<file path="config.mk">
export PLATFORM = sky130hd
export DESIGN_NAME = kgp_multicycle_core
export DESIGN_NICKNAME = d
export VERILOG_FILES = /design/src/rtl/kgp_multicycle_core.sv
export SDC_FILE = /design/constraint.sdc
export NUM_CORES = 2
export LEC_CHECK = 0
export BUFFER_PORTS_ARGS = -buffer_cell sky130_fd_sc_hd__buf_2
export CAP_MARGIN = 20
export CORE_MARGIN = 2
export CORE_UTILIZATION = 60
export CTS_BUF_LIST = sky130_fd_sc_hd__clkbuf_8
export CTS_CLUSTER_DIAMETER = 40
export DETAILED_ROUTE_END_ITERATION = 12
export GPL_ROUTABILITY_DRIVEN = 1
export PLACE_DENSITY = 0.77
export SYNTH_ARGS = -nofsm -noshare
export SYNTH_HDL_FRONTEND = slang
export SYNTH_SLANG_ARGS = --single-unit
export TNS_END_PERCENT = 1
</file>
<file path="constraint.sdc">
create_clock -name clk -period 81.6 [get_ports clk]
set_input_delay 8.16 -clock clk [delete_from_list [all_inputs] [get_ports clk]]
set_output_delay 8.16 -clock clk [all_outputs]
set_load 0.02 [all_outputs]
</file>
<file path="src/rtl/kgp_multicycle_core.sv">
// Multicycle KGP-RISC core: a register-file datapath sequenced by a
// FETCH/DECODE/EXEC/MEM/WB/HALT control FSM. Instruction and data memories
// sit behind req/ready handshakes, so any number of wait states is tolerated.
module kgp_multicycle_core #(
    parameter int                XLEN     = 32,
    parameter int                NREG     = 32,
    parameter int                ADDR_W   = 16,
    parameter logic [ADDR_W-1:0] RESET_PC = '0
) (
    input  logic              clk,
    input  logic              reset,
    output logic              imem_req,
    output logic [ADDR_W-1:0] imem_addr,
    input  logic [31:0]       imem_rdata,
    input  logic              imem_ready,
    output logic              dmem_req,
    output logic              dmem_we,
    output logic [ADDR_W-1:0] dmem_addr,
    output logic [XLEN-1:0]   dmem_wdata,
    input  logic [XLEN-1:0]   dmem_rdata,
    input  logic              dmem_ready,
    output logic [ADDR_W-1:0] pc,
    output logic              retire,
    output logic              halted,
    output logic              illegal
);
    localparam int RI  = $clog2(NREG);
    localparam int SHW = $clog2(XLEN);

    localparam logic [5:0] OP_R    = 6'd0;
    localparam logic [5:0] OP_I    = 6'd1;
    localparam logic [5:0] OP_LW   = 6'd2;
    localparam logic [5:0] OP_SW   = 6'd3;
    localparam logic [5:0] OP_BR   = 6'd4;
    localparam logic [5:0] OP_J    = 6'd5;
    localparam logic [5:0] OP_HALT = 6'd63;

    typedef enum logic [2:0] {S_FETCH, S_DECODE, S_EXEC, S_MEM, S_WB, S_HALT} state_t;

    state_t            state, state_nx;
    logic [ADDR_W-1:0] pc_r, npc;
    logic [31:0]       ir;
    logic [XLEN-1:0]   a_r, b_r, imm_r, aluout, lmd;
    logic [XLEN-1:0]   rf [NREG];
    logic              illegal_r;

    // Instruction fields; register indices use only the low log2(NREG) bits.
    logic [5:0]        op;
    logic [RI-1:0]     rs_i, rt_i, rd_i, wb_dst;
    logic [3:0]        funct;
    logic [4:0]        cond;
    logic              decode_bad, br_taken;
    logic [XLEN-1:0]   exec_res, wb_val;
    logic [ADDR_W-1:0] br_tgt, j_tgt;

    assign op     = ir[31:26];
    assign rs_i   = ir[21 +: RI];
    assign rt_i   = ir[16 +: RI];
    assign rd_i   = ir[11 +: RI];
    assign funct  = ir[3:0];
    assign cond   = ir[20:16];
    assign wb_dst = (op == OP_R) ? rd_i : rt_i;
    assign wb_val = (op == OP_LW) ? lmd : aluout;

    // Offsets are word counts; shift by 2, sign-extend, then wrap to ADDR_W.
    assign br_tgt = npc + ADDR_W'($signed({ir[15:0], 2'b00}));
    assign j_tgt  = npc + ADDR_W'($signed({ir[25:0], 2'b00}));

    assign imem_addr  = pc_r;
    assign pc         = pc_r;
    assign dmem_addr  = ADDR_W'(aluout);
    assign dmem_wdata = b_r;

    function automatic logic [XLEN-1:0] alu(input logic [XLEN-1:0] x,
                                            input logic [XLEN-1:0] y,
                                            input logic [3:0]      f);
        logic signed [XLEN-1:0] xs;
        logic signed [XLEN-1:0] ys;
        logic [SHW-1:0]         sh;
        xs = signed'(x);
        ys = signed'(y);
        sh = y[SHW-1:0];
        case (f)
            4'd0:    alu = x + y;
            4'd1:    alu = x - y;
            4'd2:    alu = x & y;
            4'd3:    alu = x | y;
            4'd4:    alu = x ^ y;
            4'd5:    alu = x << sh;
            4'd6:    alu = x >> sh;
            4'd7:    alu = xs >>> sh;
            4'd8:    alu = {{(XLEN-1){1'b0}}, (xs < ys)};
            default: alu = '0;
        endcase
    endfunction

    // Flag undefined opcodes, R-type functs above slt and branch conditions above 3.
    always_comb begin
        decode_bad = 1'b0;
        case (op)
            OP_R:                            decode_bad = (funct > 4'd8);
            OP_BR:                           decode_bad = (cond > 5'd3);
            OP_I, OP_LW, OP_SW, OP_J, OP_HALT: decode_bad = 1'b0;
            default:                         decode_bad = 1'b1;
        endcase
    end

    // EXEC result (R-type uses funct, everything else is A + IMM) and branch decision.
    always_comb begin
        exec_res = (op == OP_R) ? alu(a_r, b_r, funct) : (a_r + imm_r);
        case (cond)
            5'd0:    br_taken = (a_r == '0);
            5'd1:    br_taken = (a_r != '0);
            5'd2:    br_taken = a_r[XLEN-1];
            5'd3:    br_taken = 1'b1;
            default: br_taken = 1'b0;
        endcase
    end

    // Control state register.
    always_ff @(posedge clk or posedge reset) begin
        if (reset) state <= S_FETCH;
        else       state <= state_nx;
    end

    // Next-state sequencing; HALT is absorbing.
    always_comb begin
        state_nx = state;
        case (state)
            S_FETCH:  if (imem_ready) state_nx = S_DECODE;
            S_DECODE: state_nx = (decode_bad || op == OP_HALT) ? S_HALT : S_EXEC;
            S_EXEC: begin
                case (op)
                    OP_BR, OP_J:  state_nx = S_FETCH;
                    OP_LW, OP_SW: state_nx = S_MEM;
                    default:      state_nx = S_WB;
                endcase
            end
            S_MEM:    if (dmem_ready) state_nx = (op == OP_LW) ? S_WB : S_FETCH;
            S_WB:     state_nx = S_FETCH;
            default:  state_nx = S_HALT;
        endcase
    end

    // Handshake and status outputs; forced low while reset is asserted.
    always_comb begin
        imem_req = 1'b0;
        dmem_req = 1'b0;
        dmem_we  = 1'b0;
        retire   = 1'b0;
        halted   = 1'b0;
        illegal  = 1'b0;
        if (!reset) begin
            illegal = illegal_r;
            case (state)
                S_FETCH: imem_req = 1'b1;
                S_EXEC:  retire   = (op == OP_BR) || (op == OP_J);
                S_MEM: begin
                    dmem_req = 1'b1;
                    dmem_we  = (op == OP_SW);
                    retire   = (op == OP_SW) && dmem_ready;
                end
                S_WB:    retire   = 1'b1;
                S_HALT:  halted   = 1'b1;
                default: ;
            endcase
        end
    end

    // Datapath registers: each is loaded only in the state that owns it.
    always_ff @(posedge clk or posedge reset) begin
        if (reset) begin
            pc_r   <= RESET_PC;
            npc    <= '0;
            ir     <= '0;
            a_r    <= '0;
            b_r    <= '0;
            imm_r  <= '0;
            aluout <= '0;
            lmd    <= '0;
        end else begin
            case (state)
                S_FETCH: begin
                    if (imem_ready) begin
                        ir  <= imem_rdata;
                        npc <= pc_r + ADDR_W'(4);
                    end
                end
                S_DECODE: begin
                    a_r   <= rf[rs_i];
                    b_r   <= rf[rt_i];
                    imm_r <= XLEN'($signed(ir[15:0]));
                end
                S_EXEC: begin
                    aluout <= exec_res;
                    if (op == OP_BR)     pc_r <= br_taken ? br_tgt : npc;
                    else if (op == OP_J) pc_r <= j_tgt;
                end
                S_MEM: begin
                    if (dmem_ready) begin
                        if (op == OP_LW) lmd  <= dmem_rdata;
                        else             pc_r <= npc;
                    end
                end
                S_WB:    pc_r <= npc;
                default: ;
            endcase
        end
    end

    // Register file: single write port in WB; r0 is never written so it reads 0.
    always_ff @(posedge clk or posedge reset) begin
        if (reset) begin
            for (int i = 0; i < NREG; i++) rf[i] <= '0;
        end else if (state == S_WB && wb_dst != '0) begin
            rf[wb_dst] <= wb_val;
        end
    end

    // Sticky record that the halt came from an undefined encoding.
    always_ff @(posedge clk or posedge reset) begin
        if (reset)                                illegal_r <= 1'b0;
        else if (state == S_DECODE && decode_bad) illegal_r <= 1'b1;
    end

endmodule

</file>
**Word-level counts from Yosys, hierarchy flattened**

Index checks and enable logic that the tools add are counted.
Widths: inputs -> output; s select.

- Add/sub/neg operators: 5
- Order comparisons: 7
- Eq/ne operators: 26
- Shift operators: 3
- Multiplexer cells: 38
- Bitwise operators: 6
- Reductions and logical operators: 21

Operator list:

| operator | count |
|---|---|
| $bwmux 1024 | 1 |
| $bmux 32 s5 | 2 |
| $pmux 32 s9 | 1 |
| $mux 32 | 7 |
| $demux 32 s5 | 1 |
| $mux 16 | 5 |
| $add 32x32->32 | 2 |
| $pmux 16 s3 | 1 |
| $and 32x32->32 | 1 |
| $logic_not 32->1 | 1 |
| $lt 32x32->1 | 1 |
| $or 32x32->32 | 1 |
| $reduce_bool 32->1 | 1 |
| $shl 32x5->32 | 1 |
| $shr 32x5->32 | 1 |
| $sshr 32x5->32 | 1 |
| $sub 32x32->32 | 1 |
| $xor 32x32->32 | 1 |
| $ge 6x6->1 const B | 3 |
| $not 5->6 | 3 |
| $add 16x16->16 | 1 |
| $add 16x3->16 const B | 1 |
| $eq 4x3->1 const B | 4 |
| $pmux 3 s5 | 1 |
| 36 further kinds | 63 |

- Register bits after elaboration: 1,236
- Bits of input ports: 68
- Logic and storage cells: 148

**Depth between registers and ports, before layout**

- Depth after elaboration: 8
- Gate-level depth with buffers: 15
- Gate-level depth less buffers: 13

**Worst setup path after synthesis**

Ideal clock, no wire load.

- Path type: input to output
- Start: input reset
- End: output halted
- Arrival time: 36.179 ns
- Slack: 37.261 ns
- Cell stages on the path: 2
- Path buffers: 0
- Cells stage by stage: inv_1 and4_1

- Cells in the longest elaborated chain, start to end: 1

RTL lines:

| what | line | RTL |
|---|---|---|
| from (decl) | 11 | `input logic reset,` |
| $mux 1 | 153 | `if (!reset) begin` |
| to (decl) | 24 | `output logic halted,` |

Every way passes these cells.

**Worst setup path in the final report**

Same ends and word-level chain as after synthesis.

==> run metrics <==
total die area 0.122 mm2; endpoints failing hold 0; Worst-path clk slew 0.05 ns; max_slew headroom 0.101; CTS root buffer clkbuf_8; WL/cell 29.7 um; GRT Resource Usage Total 0.408; TNS Setup 0 ns; CP endpoint kind output port; largest net degree at the start of global routing 203; clk_skew 0.0511 ns; Inserted Clock Buffers 209; Cell Area, Synth 0.0715 mm2; Post-synth EDFFs 0; nets 6,746; switching power 1.61 mW; synthesized net count 6,914; static leakage 33.7 nW; Power Total 3.52 mW; distinct cell type count after synthesis 98; Clk pwr share 0.173; startpoint type of the worst setup path input pin; final period utilization 0.214; die span in y 349 um; CTS sink count 1,236; # rows 126; I/O pin cnt 154; placed insts 7,854; Syn Area/Cell 10.7 um2; Comb pwr share 0.527; area delta synth->final 8.57%; post-route DRC violation count 0; Seq/Total Area, Yosys 0.433; Fin Hold WS 0.396 ns; DR iter-0 viols 8,565; f_max 57.2 MHz; setup bufs post-CTS 0; hold path depth 0; worst min path class reg -> reg; final WL 245,000 um; Synth Register Bits 1,236; Layout Cells excl Fill 8,253; crit path DAT 9.31 ns; number of global-route vias before repair 57,342; routability cong. 1.09; Post-DRT Antenna Nets 0; IR drop worst, VDD 0.0304 mV; CTS max path bufs 3; first-pass GRT wire length 366,000 um; Max FO, Critical Path 117; Flop pwr share 0.300; CTS hold repair buffers 0; Initial Util 0.606; worst slew pin tran 1.35 ns; Clock Latency Late Sink 0.98 ns; Synth Flop Type dfrtp_1; Vias/cell 7.03; RSZ-0062 raised after global routing false; initial antenna violation count 13; Syn Inst Count 6,700; DP HPWL 150,000 um; H-tree Lvls 4; Gates resized, CTS repair 0; total grt overflow 0; vias post-DR 58,006; R2R cell count 7; First-pass DRT Iterations 8; Crit Path Class in -> out; Final min period 17.47 ns; worst endpoint required time 73.44 ns; P_int 1.91 mW; ratio of cells with drive above 1 in the final layout 0.228; die width 349 um; TritonCTS clock tree done; # fillers 8,727; max-cap violation count 0; status finished, final reports clean; async set-or-reset flop fraction in the synthesized netlist 1.00; Max Slew Vio Count 0; CORE AREA 0.118 mm2; Sw Ratio 0.458; yosys warns 0; Port Buffers 153; Cell Pwr Density 45.3 mW/mm2; fin util 0.658; Final setup viols 0
-- logic make-up (layout without fill, tap and decap cells) --
family | Yosys count | in the layout | share of synthesized area
flops | 1236 | 1236 | 0.433
mux | 884 | 884 | 0.245
fa+ha+maj | 146 | 146 | 0.0260
other cells | 0 | 3 | 0
simple gates | 1827 | 1827 | 0.104
compound gates | 1732 | 1732 | 0.137
xor+xnor | 64 | 64 | 0.00784
buf+inv | 811 | 825 | 0.0478
-- synthesized netlist by cell type, types with 15 or more instances --
master,number,area (um2)
nand2_1,770,2890
a22oi_1,35,263
nor2_1,811,3040
o22ai_1,15,93.8
mux2_2,78,878
o21ai_1,28,140
clkbuf_1,472,1770
a21o_1,33,248
a21oi_1,732,3660
buf_2,86,430
nor2b_1,20,125
o21bai_1,18,135
a31oi_1,22,138
buf_4,36,270
inv_1,117,439
xnor2_1,45,394
a211oi_1,28,210
mux2i_1,123,1230
a221oi_1,40,350
xor2_1,19,166
dfrtp_1,1236,30900
nor4_1,17,106
o211ai_1,21,158
o21ai_0,622,3110
nor3_1,63,315
nand3_1,31,155
buf_1,83,312
mux4_2,673,15200
ha_1,142,1780
-- power groups by stage --
| stage | Combinational, mW | Sequential (mW) | Clock, mW |
|---|---|---|---|
| floorplan | 1.32 | 0.952 | 0 |
| global placement | 1.77 | 1.03 | 0 |
| detailed placement | 1.80 | 1.05 | 0 |
| CTS | 1.80 | 1.04 | 0.610 |
| global route | 1.96 | 1.08 | 0.639 |
| finish | 1.85 | 1.06 | 0.608 |
-- final cells by class --
type / instances / area, um2 / share of cell area
antenna: 3 / 7.51 / 0.0000967
clock buffer: 276 / 3800 / 0.0489
clock inverter: 117 / 855 / 0.0110
inverter: 120 / 458 / 0.00590
multi-input combinational: 4653 / 37600 / 0.484
sequential: 1236 / 31000 / 0.399
tap: 1536 / 1920 / 0.0248
timing repair buffer: 312 / 2070 / 0.0267
-- worst max-delay path, stage by stage --
cell    delay, ns
buf_2        0.16
inv_8        0.47
and4_1       0.29
buf_2        0.18
-- path summary, 6_finish.rpt --
check | startpoint | to | slack (ns)
setup / recovery | reset | halted | 64.13
hold / removal | rf[1006] | rf[1006] | 0.40
setup reg to reg | ir[16] | dmem_wdata[14] | 76.36
hold reg to reg | rf[1006] | rf[1006] | 0.40
max in group asynchronous | reset | ir[19] | 70.93
min in group asynchronous | reset | rf[901] | 7.37
-- registers in the layout, summed over array words and instances (netlist names) --
signal      flops
rf           1024
illegal_r       1
dmem_wdata     32
imm_r          16
a_r            32
imem_addr      16
lmd            32
ir             32
npc            16
state           3
aluout         32
-- metrics by stage --
stage / instance area, um2 / setup WS, ns
final: 77600 / 64.13
after global routing: 77600 / 63.96
after CTS: 77500 / 64.04
after detailed placement: 72900 / 64.04
after global placement: 72900 / 64.05
after floorplan: 71500 / 37.26
-- per-layer routing --
metal  vias up  GRT usage  wire, um
li1      24049          -         -
met5         -          0       141
met1     28817      0.530     86800
met3      1037      0.126     32300
met4        20      0.257     17900
met2      4083      0.600    108000
-- cell usage in the layout, fill, tap and decap left out, drive strengths merged, types with 142 or more instances in the layout --
master  Yosys  final
mux4      682    682
buf       212    312
clkbuf    479    276
inv       119    177
o21ai     652    652
dfrtp    1236   1236
ha        142    142
nand2     771    771
nor2      823    823
a21oi     732    732
(Power assumes the default switching activity.)
